### src/rtl/axi_sram_read_responder.sv
// AXI read responder: accepts one AR burst at a time, reads a synchronous SRAM
// and streams the R beats upstream through a 2-entry output buffer.
module axi_sram_read_responder #(
    parameter int IDS_W  = 8,
    parameter int ADDR_W = 32,
    parameter int DATA_W = 32,
    parameter int LEN_W  = 4,
    parameter int MEM_AW = 14
) (
    input  logic              clk,
    input  logic              rst,
    input  logic [IDS_W-1:0]  ar_id_i,
    input  logic [ADDR_W-1:0] ar_addr_i,
    input  logic [LEN_W-1:0]  ar_len_i,
    input  logic [2:0]        ar_size_i,
    input  logic [1:0]        ar_burst_i,
    input  logic              ar_valid_i,
    output logic              ar_ready_o,
    output logic [IDS_W-1:0]  r_id_o,
    output logic [DATA_W-1:0] r_data_o,
    output logic [1:0]        r_resp_o,
    output logic              r_last_o,
    output logic              r_valid_o,
    input  logic              r_ready_i,
    output logic              sram_cs_o,
    output logic              sram_oe_o,
    output logic [MEM_AW-1:0] sram_a_o,
    input  logic [DATA_W-1:0] sram_do_i
);
    typedef enum logic {S_IDLE, S_BURST} state_e;

    localparam logic [1:0] BURST_FIXED = 2'd0;
    localparam logic [1:0] BURST_WRAP  = 2'd2;
    localparam logic [1:0] RESP_OKAY   = 2'd0;
    localparam logic [1:0] RESP_SLVERR = 2'd2;

    state_e            state_q, state_d;
    logic              ready_en_q;
    logic [IDS_W-1:0]  id_q, id_d;
    logic [MEM_AW-1:0] addr_q, addr_d;
    logic [LEN_W-1:0]  len_q, len_d;
    logic [1:0]        burst_q, burst_d;
    logic              err_q, err_d;
    logic [LEN_W:0]    issued_q, issued_d;
    logic [LEN_W-1:0]  beat_q, beat_d;
    logic              inflight_q;
    logic [DATA_W-1:0] fifo_q [2];
    logic              wr_ptr_q, rd_ptr_q;
    logic [1:0]        count_q, count_d;

    logic              ar_hs, pop, push, issue, req_err, wrap_bad;
    logic [2:0]        occ_next;
    logic [MEM_AW-1:0] wrap_mask, addr_next;
    logic              addr_unused;

    assign addr_unused = ^{ar_addr_i[ADDR_W-1:MEM_AW+2], ar_addr_i[1:0]};

    assign ar_ready_o = (state_q == S_IDLE) && ready_en_q;
    assign ar_hs      = ar_valid_i && ar_ready_o;
    assign r_valid_o  = (count_q != 2'd0);
    assign pop        = r_valid_o && r_ready_i;
    assign push       = inflight_q;
    assign r_last_o   = r_valid_o && (beat_q == len_q);
    assign r_id_o     = id_q;
    assign r_resp_o   = (r_valid_o && err_q) ? RESP_SLVERR : RESP_OKAY;
    assign r_data_o   = r_valid_o ? fifo_q[rd_ptr_q] : '0;

    // Occupancy the buffer will reach once the read already in flight lands.
    assign occ_next = {1'b0, count_q} + {2'b00, inflight_q} - {2'b00, pop};
    assign issue    = (state_q == S_BURST) && (issued_q <= {1'b0, len_q}) && (occ_next < 3'd2);

    // Errored bursts walk the same beat schedule but never touch the SRAM.
    assign sram_cs_o = issue && !err_q;
    assign sram_oe_o = sram_cs_o;
    assign sram_a_o  = addr_q;

    assign wrap_bad = (ar_len_i == '0) || ((ar_len_i & (ar_len_i + LEN_W'(1))) != '0);
    assign req_err  = (ar_size_i != 3'd2) || (ar_burst_i == 2'd3) ||
                      ((ar_burst_i == BURST_WRAP) && wrap_bad);

    assign wrap_mask = {{(MEM_AW-LEN_W){1'b0}}, len_q};

    always_comb begin
        addr_next = addr_q + MEM_AW'(1);
        if (burst_q == BURST_FIXED) begin
            addr_next = addr_q;
        end else if (burst_q == BURST_WRAP) begin
            addr_next = (addr_q & ~wrap_mask) | ((addr_q + MEM_AW'(1)) & wrap_mask);
        end
    end

    always_comb begin
        state_d  = state_q;
        id_d     = id_q;
        addr_d   = addr_q;
        len_d    = len_q;
        burst_d  = burst_q;
        err_d    = err_q;
        issued_d = issued_q;
        beat_d   = beat_q;
        count_d  = count_q + {1'b0, push} - {1'b0, pop};
        case (state_q)
            S_IDLE: begin
                if (ar_hs) begin
                    id_d     = ar_id_i;
                    addr_d   = ar_addr_i[MEM_AW+1:2];
                    len_d    = ar_len_i;
                    burst_d  = ar_burst_i;
                    err_d    = req_err;
                    issued_d = '0;
                    beat_d   = '0;
                    state_d  = S_BURST;
                end
            end
            S_BURST: begin
                if (issue) begin
                    issued_d = issued_q + (LEN_W+1)'(1);
                    addr_d   = addr_next;
                end
                if (pop) begin
                    beat_d = beat_q + LEN_W'(1);
                    if (r_last_o) state_d = S_IDLE;
                end
            end
            default: state_d = S_IDLE;
        endcase
    end

    always_ff @(posedge clk) begin
        if (rst) begin
            state_q    <= S_IDLE;
            ready_en_q <= 1'b0;
            id_q       <= '0;
            addr_q     <= '0;
            len_q      <= '0;
            burst_q    <= '0;
            err_q      <= 1'b0;
            issued_q   <= '0;
            beat_q     <= '0;
            inflight_q <= 1'b0;
            wr_ptr_q   <= 1'b0;
            rd_ptr_q   <= 1'b0;
            count_q    <= '0;
        end else begin
            state_q    <= state_d;
            ready_en_q <= 1'b1;
            id_q       <= id_d;
            addr_q     <= addr_d;
            len_q      <= len_d;
            burst_q    <= burst_d;
            err_q      <= err_d;
            issued_q   <= issued_d;
            beat_q     <= beat_d;
            inflight_q <= issue;
            wr_ptr_q   <= wr_ptr_q ^ push;
            rd_ptr_q   <= rd_ptr_q ^ pop;
            count_q    <= count_d;
        end
    end

    // NOTE: buffer storage has no reset; r_data_o is gated by r_valid_o, so stale entries never show.
    always_ff @(posedge clk) begin
        if (push) fifo_q[wr_ptr_q] <= err_q ? '0 : sram_do_i;
    end
endmodule

### config.mk
export PLATFORM = sky130hd
export DESIGN_NAME = axi_sram_read_responder
export DESIGN_NICKNAME = d
export VERILOG_FILES = /design/src/rtl/axi_sram_read_responder.sv
export SDC_FILE = /design/constraint.sdc
export NUM_CORES = 1
export LEC_CHECK = 0
export BUFFER_PORTS_ARGS = -buffer_cell sky130_fd_sc_hd__buf_2
export CAP_MARGIN = 20
export CORE_MARGIN = 4
export CORE_UTILIZATION = 47
export DETAILED_ROUTE_END_ITERATION = 10
export GPL_TIMING_DRIVEN = 0
export PLACE_DENSITY = 0.85
export SYNTH_ARGS = -nofsm -noshare
export SYNTH_HDL_FRONTEND = slang
export SYNTH_SLANG_ARGS = --single-unit
### constraint.sdc
create_clock -name clk -period 2.7 [get_ports clk]
set_input_delay 0.135 -clock clk [delete_from_list [all_inputs] [get_ports clk]]
set_output_delay 0.135 -clock clk [all_outputs]
set_load 0.005 [all_outputs]
=== Yosys cells after proc, flatten, opt, wreduce, memory -nomap -nowiden ===
Memory sizes are Yosys's and may differ from the RTL's. A register that Yosys moved wholly into a read port is not among the register bits.
Index checks and enable logic that the tools add are counted.

* Register bits: 45
* Bits in writable memories: 64
* Bits of input ports: 85
* Output and inout port bits: 61
* Memories kept: 1

* Add/subtract/negate cells: 8
* Order comparisons: 2
* Equality and inequality tests: 9
* Mux-type cells: 22
* Bitwise operators: 8
* Reductions and logical operators: 21

{| class="wikitable"
|+ Memories
! name !! words !! width !! rd ports !! clocked after Yosys merged registers in !! wr ports !! line !! RTL
|-
| fifo_q || 2 || 32 || 1 || 1 || 1 || 47 || <nowiki>logic [DATA_W-1:0] fifo_q [2];</nowiki>
|}

{| class="wikitable"
|+ Operators by type and width
! kind !! number
|-
| $mux W32 || 2
|-
| $mux W14 || 4
|-
| $pmux W14 S2 || 1
|-
| $add A14 B1 Y14 const B || 1
|-
| $and A14 B14 Y14 || 1
|-
| $and A14 B4 Y14 || 1
|-
| $not A4 Y14 || 1
|-
| $or A14 B14 Y14 || 1
|-
| $mux W5 || 2
|-
| $pmux W5 S2 || 1
|-
| $logic_and A1 B1 Y1 || 9
|-
| $add A4 B1 Y4 const B || 2
|-
| $mux W4 || 2
|-
| $pmux W4 S2 || 1
|-
| $mux W1 || 7
|-
| $eq A2 B2 Y1 const B || 3
|-
| $reduce_and A2 Y1 || 3
|-
| $add A5 B1 Y5 const B || 1
|-
| $le A5 B4 Y1 || 1
|-
| $and A4 B4 Y4 || 1
|-
| $eq A4 B4 Y1 || 1
|-
| $logic_not A4 Y1 || 1
|-
| $ne A2 B1 Y1 const B || 2
|-
| $ne A2 B2 Y1 const B || 2
|-
| other kinds (16) || 19
|}

=== Logic depth before layout (Yosys ltp) ===
Gate-level depths: netlist of the first run.

* Depth after elaboration: 7
* Gate-level depth with buffers: 14
* Gate-level depth less buffers: 12

=== Worst setup path before layout of the first run ===
OpenSTA, ideal clock, no wires.

* Path kind: reg2reg
* Start: reg count_q[1]
* End: reg issued_q[3]
* Arrival: 2.929 ns
* Required time: 2.630 ns
* Slack: -0.299 ns
* Stages on the path, launching flop included: 13
* Buffers on the path: 1
* Cells stage by stage: dfxtp_1 -> nor2_1 -> inv_1 -> and2_1 -> clkbuf_1 -> ha_1 -> inv_1 -> ha_1 -> fa_1 -> nor3_4 -> o21ai_2 -> or4_1 -> a21oi_1

* Word-level cells in the longest chain between the ends: 7
* Elaborated cells between the ends (all ways): 8
* Classes of those cells: add/sub: 2; order compare: 1; eq/ne: 1; reduce/logical: 4

{| class="wikitable"
|+ RTL lines
! item !! line !! RTL
|-
| start, declared || 49 || <nowiki>logic [1:0] count_q, count_d;</nowiki>
|-
| start signal, assigned || 157 || <nowiki>count_q <= count_d;</nowiki>
|-
| $reduce_bool A2 Y1 || 60 || <nowiki>assign r_valid_o = (count_q != 2'd0);</nowiki>
|-
| named net r_valid_o || 23 || <nowiki>output logic r_valid_o,</nowiki>
|-
| $logic_and A1 B1 Y1 || 61 || <nowiki>assign pop = r_valid_o && r_ready_i;</nowiki>
|-
| $sub A3 B1 Y3 || 69 || <nowiki>assign occ_next = {1'b0, count_q} + {2'b00, inflight_q} - {2'b00, pop};</nowiki>
|-
| $lt A3 B2 Y1 || 70 || <nowiki>assign issue = (state_q == S_BURST) && (issued_q <= {1'b0, len_q}) && (occ_next < 3'd2);</nowiki>
|-
| $logic_and A1 B1 Y1 || 70 ||
|-
| $ne A2 B1 Y1 (no line) || -- ||
|-
| $reduce_and A2 Y1 (no line) || -- ||
|-
| end signal, assigned || 152 || <nowiki>issued_q <= issued_d;</nowiki>
|-
| end, declared || 44 || <nowiki>logic [LEN_W:0] issued_q, issued_d;</nowiki>
|}

The timed path passes the listed nets, and every way through them passes these cells.
A chain may end at the register's enable or synchronous reset.

=== Worst setup path after layout of the first run ===
* Start: reg count_q[1]
* End: out r_resp_o[1]

* Word-level cells in the longest chain between the ends: 3

{| class="wikitable"
|+ RTL lines
! item !! line !! RTL
|-
| $reduce_bool A2 Y1 || 60 ||
|-
| $logic_and A1 B1 Y1 || 65 || <nowiki>assign r_resp_o = (r_valid_o && err_q) ? RESP_SLVERR : RESP_OKAY;</nowiki>
|-
| $mux W2 || 65 ||
|-
| end, declared || 21 || <nowiki>output logic [1:0] r_resp_o,</nowiki>
|}

Every way passes these cells.

==> metrics.md, run 1 <==
| Metric | Value |
|---|---|
| Top FF cell, synth | `edfxtp_1` |
| I/O Pins | `146` |
| Hold crit path type | `in -> reg` |
| Layout cells sized above 1 | `0.305` |
| Post-route ant nets | `0` |
| Synthesized instance count | `475` |
| Mapped cell area | `0.00502 sq mm` |
| Gr ovfl total | `0` |
| #FFs+latches synth | `109` |
| WL final | `12700 um` |
| Commonest cells after routing, fill and taps aside | `buf_2, edfxtp_1, nand2_1, nor2_1, dfxtp_1` |
| CTS tree | `done` |
| Max clock buf depth | `2` |
| RSZ-0062 raised after global routing | `yes` |
| Clock Skew | `0.0115 ns` |
| CTS root buffer | `clkbuf_8` |
| Core Rows | `37` |
| Die extent in y | `111 um` |
| Mapped Nets | `572` |
| CP Class | `reg -> out` |
| Asr flop ratio synth | `0` |
| Iteration-0 DRC count of the detailed router | `303` |
| Worst R2R Start | `count_q[1]` |
| Fin. Hold Viols | `0` |
| Relative slew slack | `0.285` |
| Seq/Total Area, Yosys | `0.562` |
| Worst-path maximum fanout | `3` |
| Number of flops mapped to enable cells by yosys | `64` |
| Failing checks | `negative setup slack` |
| Worst-Skew Late Latency | `0.37 ns` |
| Vias in the first global route | `4273` |
| Vias | `4182` |
| Placed insts | `737` |
| Clock sink count | `109` |
| # setup viols final | `4` |
| Layout Cells excl Fill | `781` |
| Mean routed wirelength per cell | `16.3 um` |
| Max Clk Rate | `361 MHz` |
| Avg Synthesized Cell Area | `10.6 sq um` |
| Total Power | `0.00468 W` |
| Initial antenna violation count | `0` |
| # DRC | `0` |
| Fill count | `856` |
| N_diodes | `0` |
| DIE AREA | `0.0124 sq mm` |
| Worst r2r path cells | `12` |
| P per Cell Area | `729 mW/mm^2` |
| R2R Path End | `issued_q[3]` |
| Synth warnings | `0` |
| Max_cap viols | `0` |
| Worst Hold Path EP | `len_q[1]` |
| Pre-CTS WS | `-0.418 ns` |
| I/O Buffers | `126` |
| Final worst slack | `-0.0730 ns` |
| Internal reg-to-reg setup slack | `-0.02 ns` |
| First-pass GRT wire length | `20300 um` |
| Gpl congestion | `0.883` |
| Leakage power of the design | `2.54 nW` |
| Hold path depth | `3` |
| Crit path DAT | `2.64 ns` |
| Final #Nets | `737` |
| Slew Limit Fails | `0` |
| Clock transition at path regs | `0.10 ns` |
| Total GRT Usage | `0.201` |
| CORE AREA | `0.0104 sq mm` |
| Data required, critical path | `2.57 ns` |
| Most common cell after layout, fill and taps aside | `buf_2` |
| Setup TNS | `-0.170 ns` |
| Initial core utilization | `0.484` |
| Worst-Margin Slew | `1.07 ns` |
| Worst VDD drop | `0.375 mV` |
| Die Wd | `111 um` |
| Area delta synth->final | `27.8%` |
| Final worst-path cycle share | `1.03` |
| Pin count of the biggest net entering global routing | `33` |
| Num CTS Buffers | `9` |
| Status | `finished with violations` |
| Vias/cell | `5.35` |
| DPL Wire Length | `8920 um` |
| Hold path startpoint | `ar_len_i[1]` |
| Kind of end point of the critical path | `output pin` |
| Yosys cell types | `47` |
| H-tree depth | `3` |
| CP Launch Type | `flip-flop` |
| Initial DRT Pass Iterations | `7` |
| Fin crit period | `2.77 ns` |
-- cell usage after synthesis (all sizes together), types with 10 or more instances --
cell / number / share of area
a21oi: 31 / 0.031
clkbuf: 19 / 0.014
dfxtp: 45 / 0.18
edfxtp: 64 / 0.38
ha: 11 / 0.027
inv: 19 / 0.014
mux2i: 33 / 0.066
nand2: 47 / 0.035
nand3: 14 / 0.014
nor2: 47 / 0.035
nor2b: 42 / 0.052
nor3: 13 / 0.015
o21ai: 10 / 0.011
xnor2: 11 / 0.019
-- stage by stage --
step	hold WS (ns)	area (sq um)	util
after global placement	0.378	5930	0.572
final	0.0134	6420	0.619
after detailed placement	0.385	5930	0.572
after floorplan	0.271	5130	-
after global routing	0.0130	6420	0.619
after CTS	0.00118	6380	0.615
-- area by class of cell --
class | count | area (sq um) | share of cell area
Sequential cell | 109 | 2830 | 0.441
Multi-Input combinational cell | 319 | 2130 | 0.331
Timing Repair Buffer | 155 | 890 | 0.139
Tap cell | 136 | 170 | 0.0265
Clock buffer | 10 | 128 | 0.0199
Buffer | 26 | 124 | 0.0193
Clock inverter | 6 | 78.8 | 0.0123
Inverter | 20 | 75.1 | 0.0117
-- sequential cells by signal, indices dropped and copies added, names as in the netlist, 2 cells and up, named ones only --
register	count
beat_q	4
burst_q	2
count_q	2
fifo_q	64
issued_q	5
len_q	4
r_id_o	8
sram_a_o	11
-- timing repair --
action / CTS / global route
setup buffers: 18 / 2
endpoints found under the setup margin: 21 / 19
hold buffers: 9 / 0
pin swaps: 7 / 1
hold endpoints to repair: 9 / 0
gates resized for setup: 6 / 4
-- worst max-delay path: stages, from the launching register on --
cell	delay (ns)
dfxtp_4	0.37
nor2_4	0.13
inv_2	0.04
buf_4	0.12
buf_4	0.12
buf_4	0.12
buf_4	0.12
buf_4	0.12
buf_4	0.12
buf_4	0.12
buf_4	0.12
buf_4	0.12
buf_4	0.12
buf_4	0.12
buf_4	0.13
and2_1	0.15
buf_2	0.12
-- worst max-delay path by stage --
stage / from / endpoint / slack, ns / depth (start not counted)
3_5_place_dp: count_q[1] / issued_q[3] / -0.42 / 13
3_3_place_gp: count_q[0] / issued_q[3] / -0.31 / 13
5_1_grt: count_q[1] / sram_oe_o / -0.18 / 12
6_report: count_q[1] / r_resp_o[1] / -0.07 / 16
2_1_floorplan: count_q[0] / issued_q[3] / -0.03 / 13
4_1_cts: count_q[1] / sram_oe_o / -0.07 / 12
-- where the power goes --
part	leakage (nW)	internal [W]	total (W)	switching (W)
Clock	0.105	0.000450	0.00104	0.000588
Combinational	1.49	0.000803	0.00166	0.000856
Sequential	0.949	0.00190	0.00198	0.0000824
Total	2.54	0.00315	0.00468	0.00153
-- cell families after synthesis --
family,count (synthesis),synth area share
buf+inv,47,0.0379
fa+ha+maj,12,0.0314
flops,109,0.562
other cells,1,0.000747
xor+xnor,14,0.0244
compound gates,69,0.0890
simple gates,189,0.186
mux,34,0.0680
-- layer usage --
layer  routed length, um  share of wire  up-vias  GRT usage
met3                 880          0.069       27     0.0310
li1                    -              -     2000          -
met5                   0              0        -          0
met2                6450           0.51      191      0.359
met4                 305          0.024        0     0.0852
met1                5080           0.40     1964      0.240
Power figures use the tool's default switching activity.
==> inputs of run 2 (changes only) <==
- ABC_AREA: unset -> 1
==> run 2 against run 1 <==
Effect of this change: the flow finishes with violations (max-slew violations, negative setup slack); register-to-register slack lost 0.09 ns; routed wire length increased by 4.2%; count of clock-buffer cells in the layout stayed put; cell area rose by 3.9%; clock skew up 0.0016 ns; worst setup slack lost 0.072 ns; first-iteration DRC count grew 42%; flip-flop and latch count stayed put; worst hold slack worse by 0.0014 ns; non-clock buffer count decreased by 6; largest power group unchanged.
==> metrics.md, run 2 <==
| Metric | Value |
|---|---|
| CP Launch Type | `flip-flop` |
| Max clock buf depth | `2` |
| Status | `finished with violations` |
| RSZ-0062 raised after global routing | `yes` |
| Clock transition at path regs | `0.11 ns` |
| Top FF cell, synth | `edfxtp_1` |
| Layout cells sized above 1 | `0.268` |
| Core Rows | `38` |
| Max_cap viols | `0` |
| DIE AREA | `0.0128 sq mm` |
| Fin crit period | `2.84 ns` |
| Crit path DAT | `2.71 ns` |
| Avg Synthesized Cell Area | `8.21 sq um` |
| Die Wd | `113 um` |
| Post-route cell area | `0.00667 sq mm` |
| Dominant cell type by area after synthesis | `edfxtp_1` |
| Vias/cell | `5.13` |
| DPL Wire Length | `8760 um` |
| Setup TNS | `-1.10 ns` |
| Max Clk Rate | `352 MHz` |
| Layout Cells excl Fill | `939` |
| Fill count | `908` |
| Most flops, register | `fifo_q` |
| Post-route ant nets | `0` |
| Seq/Total Area, Yosys | `0.544` |
| First-pass GRT wire length | `20100 um` |
| Commonest cells in the netlist | `nand2_1, inv_1, nor2_1` |
| Num CTS Buffers | `9` |
| Pin count of the biggest net entering global routing | `33` |
| Synthesized instance count | `632` |
| Clock Skew | `0.0131 ns` |
| Worst-case hold slack | `0.0120 ns` |
| CTS tree | `done` |
| CP Class | `reg -> out` |
| Hold crit path type | `in -> reg` |
| Final worst-path cycle share | `1.05` |
| Final worst slack | `-0.145 ns` |
| CTS root buffer | `clkbuf_8` |
| Fin util | `0.615` |
| CORE AREA | `0.0108 sq mm` |
| Synth warnings | `0` |
| Die extent in y | `113 um` |
| Top cells by area, synth | `edfxtp_1, dfxtp_1, nand2_1, inv_1, nor2_1` |
| Asr flop ratio synth | `0` |
| Worst-path maximum fanout | `3` |
| DP Area | `0.00602 sq mm` |
| Fin. Hold Viols | `0` |
| N_diodes | `0` |
| I/O Pins | `146` |
| Commonest cells after routing, fill and taps aside | `nand2_1, buf_2, inv_1, nor2_1, edfxtp_1` |
| Slew Limit Fails | `6` |
| Max FFs per register | `64` |
| Kind of end point of the critical path | `output pin` |
| Count leader, synth | `nand2_1` |
| Vias in the first global route | `4536` |
| P per Cell Area | `696 mW/mm^2` |
| Iteration-0 DRC count of the detailed router | `429` |
| Mean routed wirelength per cell | `14.1 um` |
| Clock sink count | `109` |
| Final #Nets | `891` |
| Initial antenna violation count | `0` |
| Total GRT Usage | `0.196` |
| Most common cell after layout, fill and taps aside | `nand2_1` |
| Relative slew slack | `-0.140` |
| Number of flops mapped to enable cells by yosys | `64` |
| Data required, critical path | `2.57 ns` |
| Mapped Nets | `729` |
| # setup viols final | `15` |
| Gr ovfl total | `0` |
| Mapped cell area | `0.00519 sq mm` |
| Failing checks | `max-slew violations, negative setup slack` |
| Area delta synth->final | `28.6%` |
| Worst-Skew Late Latency | `0.38 ns` |
| H-tree depth | `3` |
| Leakage power of the design | `3.02 nW` |
| #FFs+latches synth | `109` |
| Top cell type's share of synthesized area | `0.370` |
| Placed insts | `899` |
| Initial DRT Pass Iterations | `6` |
| Initial core utilization | `0.479` |
| # DRC | `0` |
| Worst-Margin Slew | `1.71 ns` |
| Gpl congestion | `0.934` |
| Vias | `4820` |
| WL final | `13200 um` |
| I/O Buffers | `126` |
| Yosys cell types | `35` |
| Worst VDD drop | `0.387 mV` |
run 2: what timing repair did:
item | 4_1_cts | 5_1_grt
setup buffers | 11 | 3
resized for setup | 8 | 52
endpoints found under the hold margin | 8 | 0
setup endpoints to repair | 19 | 21
pin swaps | 7 | 30
hold buffers | 8 | 0
gates cloned | 0 | 4
run 2: path summary, 6_finish.rpt:
| check | start | to | slack [ns] | cells past startpoint |
|---|---|---|---|---|
| worst max-delay path | count_q[1] | sram_oe_o | -0.14 | 13 |
| worst min register to register | r_id_o[5] | r_id_o[5] | 0.47 | 2 |
| worst max register to register | count_q[1] | sram_a_o[4] | -0.11 | 15 |
| worst min-delay path | ar_id_i[0] | r_id_o[0] | 0.01 | 3 |
run 2: cell type report:
class                           count  area, sq um  area share
Sequential cell                   109         2830       0.424
Multi-Input combinational cell    415         2170       0.326
Timing Repair Buffer              149          870       0.130
Inverter                           84          315      0.0473
Tap cell                          140          175      0.0263
Clock buffer                       10          128      0.0191
Buffer                             26          120      0.0180
Clock inverter                      6         62.6     0.00938
run 2: per-stage QoR:
stage	total power, W	worst slack (ns)
after floorplan	0.00280	0.0943
after global placement	0.00333	-0.257
after detailed placement	0.00338	-0.306
after CTS	0.00446	-0.102
after global routing	0.00493	-0.259
final	0.00465	-0.145
run 2: critical path, cell delays in order, from the launching register on:
cell	delay, ns
dfxtp_4	0.37
nor2_4	0.13
nor2_4	0.05
ha_4	0.25
inv_2	0.03
ha_4	0.14
fa_1	0.48
nor2_2	0.14
o21ai_1	0.08
a21oi_2	0.18
nand2_2	0.14
nor2_4	0.13
buf_6	0.11
buf_6	0.08
run 2: cells by family after synthesis:
logic type | count (synthesis) | synth area share
and+or+nand+nor | 305 | 0.240
other | 1 | 0.000723
buffers and inverters | 111 | 0.0854
DFF | 109 | 0.544
adders and majority gates | 12 | 0.0304
xor gates and xnor gates | 4 | 0.00675
AOI/OAI and AO/OA | 88 | 0.0883
muxes | 2 | 0.00386
run 2: report_power, final:
group | switching [W] | internal [W]
Clock | 0.000601 | 0.000362
Sequential | 0.0000769 | 0.00190
Combinational | 0.00101 | 0.000699
Total | 0.00169 | 0.00296
run 2: per-layer routing:
metal,routed length (um),up-vias,GRT usage
met5,0,-,0
met2,6690,192,0.337
li1,-,2356,-
met4,503,0,0.0970
met3,810,49,0.0332
met1,5240,2223,0.239
==> inputs of run 3 (changes only) <==
- BUFFER_PORTS_ARGS: -buffer_cell sky130_fd_sc_hd__buf_2 -> -buffer_cell sky130_fd_sc_hd__clkbuf_2
- CORE_UTILIZATION: 47 -> 52
- PLACE_DENSITY: 0.85 -> 0.89
- RECOVER_POWER: unset -> 25
- clock period: 2.7 -> 3 ns (I/O delays scaled with it)
==> run 3 against run 2 <==
Effect of this change: the flow now finishes without violations; cell area down 4.4%; count of clock-buffer cells in the layout shrank 1; routed wire length down 5.4%; non-clock buffer count is 6 lower; worst hold slack improved by 0.0018 ns; largest cell class unchanged.
==> metrics.md, run 3 (synthesis results as in run 2) <==
| Metric | Value |
|---|---|
| Status | `finished clean` |
| Mean routed wirelength per cell | `13.6 um` |
| Layout cells sized above 1 | `0.195` |
| Worst-Skew Late Latency | `0.38 ns` |
| CP delay by family, top | `adder cells` |
| CTS tree | `done` |
| Clock Skew | `0.0161 ns` |
| Worst R2R Start | `count_q[1]` |
| CORE AREA | `0.00973 sq mm` |
| Critical Path Start | `count_q[1]` |
| Worst-path maximum fanout | `6` |
| Fill count | `790` |
| # setup viols final | `0` |
| Vias | `4676` |
| DP Area | `0.00604 sq mm` |
| Clock sink count | `109` |
| Initial antenna violation count | `0` |
| Fin. Hold Viols | `0` |
| Area delta synth->final | `23.0%` |
| Worst-Margin Slew | `0.726 ns` |
| Vias in the first global route | `4329` |
| Crit path cell chain | `nor2_4 -> nor2_4 -> ha_4 -> inv_1 -> ha_2 -> fa_1 -> nor2_2 -> o21ai_1 -> a21oi_2 -> nand2_4 -> nor2_4 -> buf_4 -> clkbuf_2` |
| Total GRT Usage | `0.215` |
| Max FFs per register | `64` |
| Gr ovfl total | `0` |
| Slew Limit Fails | `0` |
| Relative slew slack | `0.516` |
| Fin util | `0.656` |
| DIE AREA | `0.0116 sq mm` |
| Clock transition at path regs | `0.10 ns` |
| Max Clk Rate | `341 MHz` |
| CP bufs+invs | `3` |
| Critical path's slowest cell | `fa_1` |
| Vias/cell | `5.07` |
| Max_cap viols | `0` |
| Initial core utilization | `0.533` |
| Final worst slack | `0.0649 ns` |
| Num CTS Buffers | `9` |
| Core Rows | `36` |
| I/O Buffers | `126` |
| Hold crit path type | `in -> reg` |
| Commonest cells after routing, fill and taps aside | `nand2_1, clkbuf_2, inv_1, nor2_1, edfxtp_1` |
| P per Cell Area | `627 mW/mm^2` |
| Most flops, register | `fifo_q` |
| N_diodes | `0` |
| Crit path DAT | `2.79 ns` |
| Setup TNS | `0 ns` |
| Pre-CTS WS | `0.0170 ns` |
| H-tree depth | `3` |
| CP Launch Type | `flip-flop` |
| Most common cell after layout, fill and taps aside | `nand2_1` |
| Die extent in y | `108 um` |
| Storage cell area | `0.00283 sq mm` |
| Fin crit period | `2.94 ns` |
| Hold path startpoint | `ar_id_i[2]` |
| Crit path top cell by count | `nor2_4` |
| First-pass GRT wire length | `19900 um` |
| Die Wd | `108 um` |
| Max clock buf depth | `2` |
| Data required, critical path | `2.85 ns` |
| Multi-input gate area | `0.00195 sq mm` |
| Gpl congestion | `0.891` |
| Kind of end point of the critical path | `output pin` |
| Worst-case hold slack | `0.0138 ns` |
| Worst VDD drop | `0.355 mV` |
| CP Class | `reg -> out` |
| Initial DRT Pass Iterations | `5` |
| # DRC | `0` |
| Post-route ant nets | `0` |
| Post-route cell area | `0.00638 sq mm` |
| CTS root buffer | `clkbuf_8` |
| Final #Nets | `882` |
| I/O Pins | `146` |
| Pin count of the biggest net entering global routing | `22` |
| WL final | `12500 um` |
| Leakage power of the design | `2.88 nW` |
| Iteration-0 DRC count of the detailed router | `348` |
| Final worst-path cycle share | `0.978` |
| Crit-path max cell delay | `0.49 ns` |
| DPL Wire Length | `8780 um` |
-- run 3: cell types whose count changed in the layout (fill, tap and decap cells not counted), sizes merged --
cell / delta
nand2: -3
inv: +2
buf: -132
clkinv: -1
clkbuf: +125
-- run 3: final cells by class --
cell class / instances / share of cell area
tap: 133 / 0.0261
multi-input combinational: 412 / 0.306
buffer: 27 / 0.0200
clock buffer: 9 / 0.0194
inverter: 84 / 0.0494
clock inverter: 7 / 0.00981
sequential: 109 / 0.443
timing repair buffer: 142 / 0.126
-- run 3: through the flow --
step | power (W) | cells
final | 0.00400 | 923
after global routing | 0.00425 | 923
after CTS | 0.00391 | 918
after detailed placement | 0.00304 | 893
after global placement | 0.00300 | 891
after floorplan | 0.00252 | 632
-- run 3: final timing paths --
kind,cells after the start,endpoint,slack [ns]
worst max-delay path,13,sram_oe_o,0.06
worst min-delay path,3,r_id_o[2],0.01
worst max register to register,16,sram_a_o[7],0.14
worst min register to register,2,r_id_o[4],0.47
-- run 3: report_power, final --
group	internal (W)	total (W)	leakage [nW]	switching [W]
Sequential	0.00171	0.00177	0.950	0.0000673
Clock	0.000322	0.000848	0.0931	0.000527
Combinational	0.000535	0.00138	1.84	0.000844
Total	0.00256	0.00400	2.88	0.00144
-- run 3: worst register-to-register path, delay by kind of cell, from the launching register on --
kind	cells	cell delay [ns]
AND/OR/NAND/NOR	8	0.83
AO/OA/AOI/OAI	2	0.28
flip-flops	1	0.37
adder cells (fa/ha/maj)	3	0.92
buffers and inverters	3	0.39
-- run 3: layer usage --
metal / part of all wire / global-route usage / wire (um) / vias up
met4: 0.016 / 0.0586 / 206 / 0
met5: 0 / 0 / 0 / -
met1: 0.41 / 0.264 / 5150 / 2117
li1: - / - / - / 2341
met2: 0.50 / 0.381 / 6220 / 190
met3: 0.076 / 0.0450 / 952 / 28
-- run 3: repair_timing --
| action | 4_1_cts | 5_1_grt |
|---|---|---|
| resized for setup | 2 | 7 |
| gates cloned | 0 | 0 |
| setup endpoints to repair | 2 | 2 |
| endpoints found under the hold margin | 8 | 0 |
| buffers inserted | 1 | 5 |
| pin swaps | 1 | 5 |
| hold buffers | 8 | 0 |
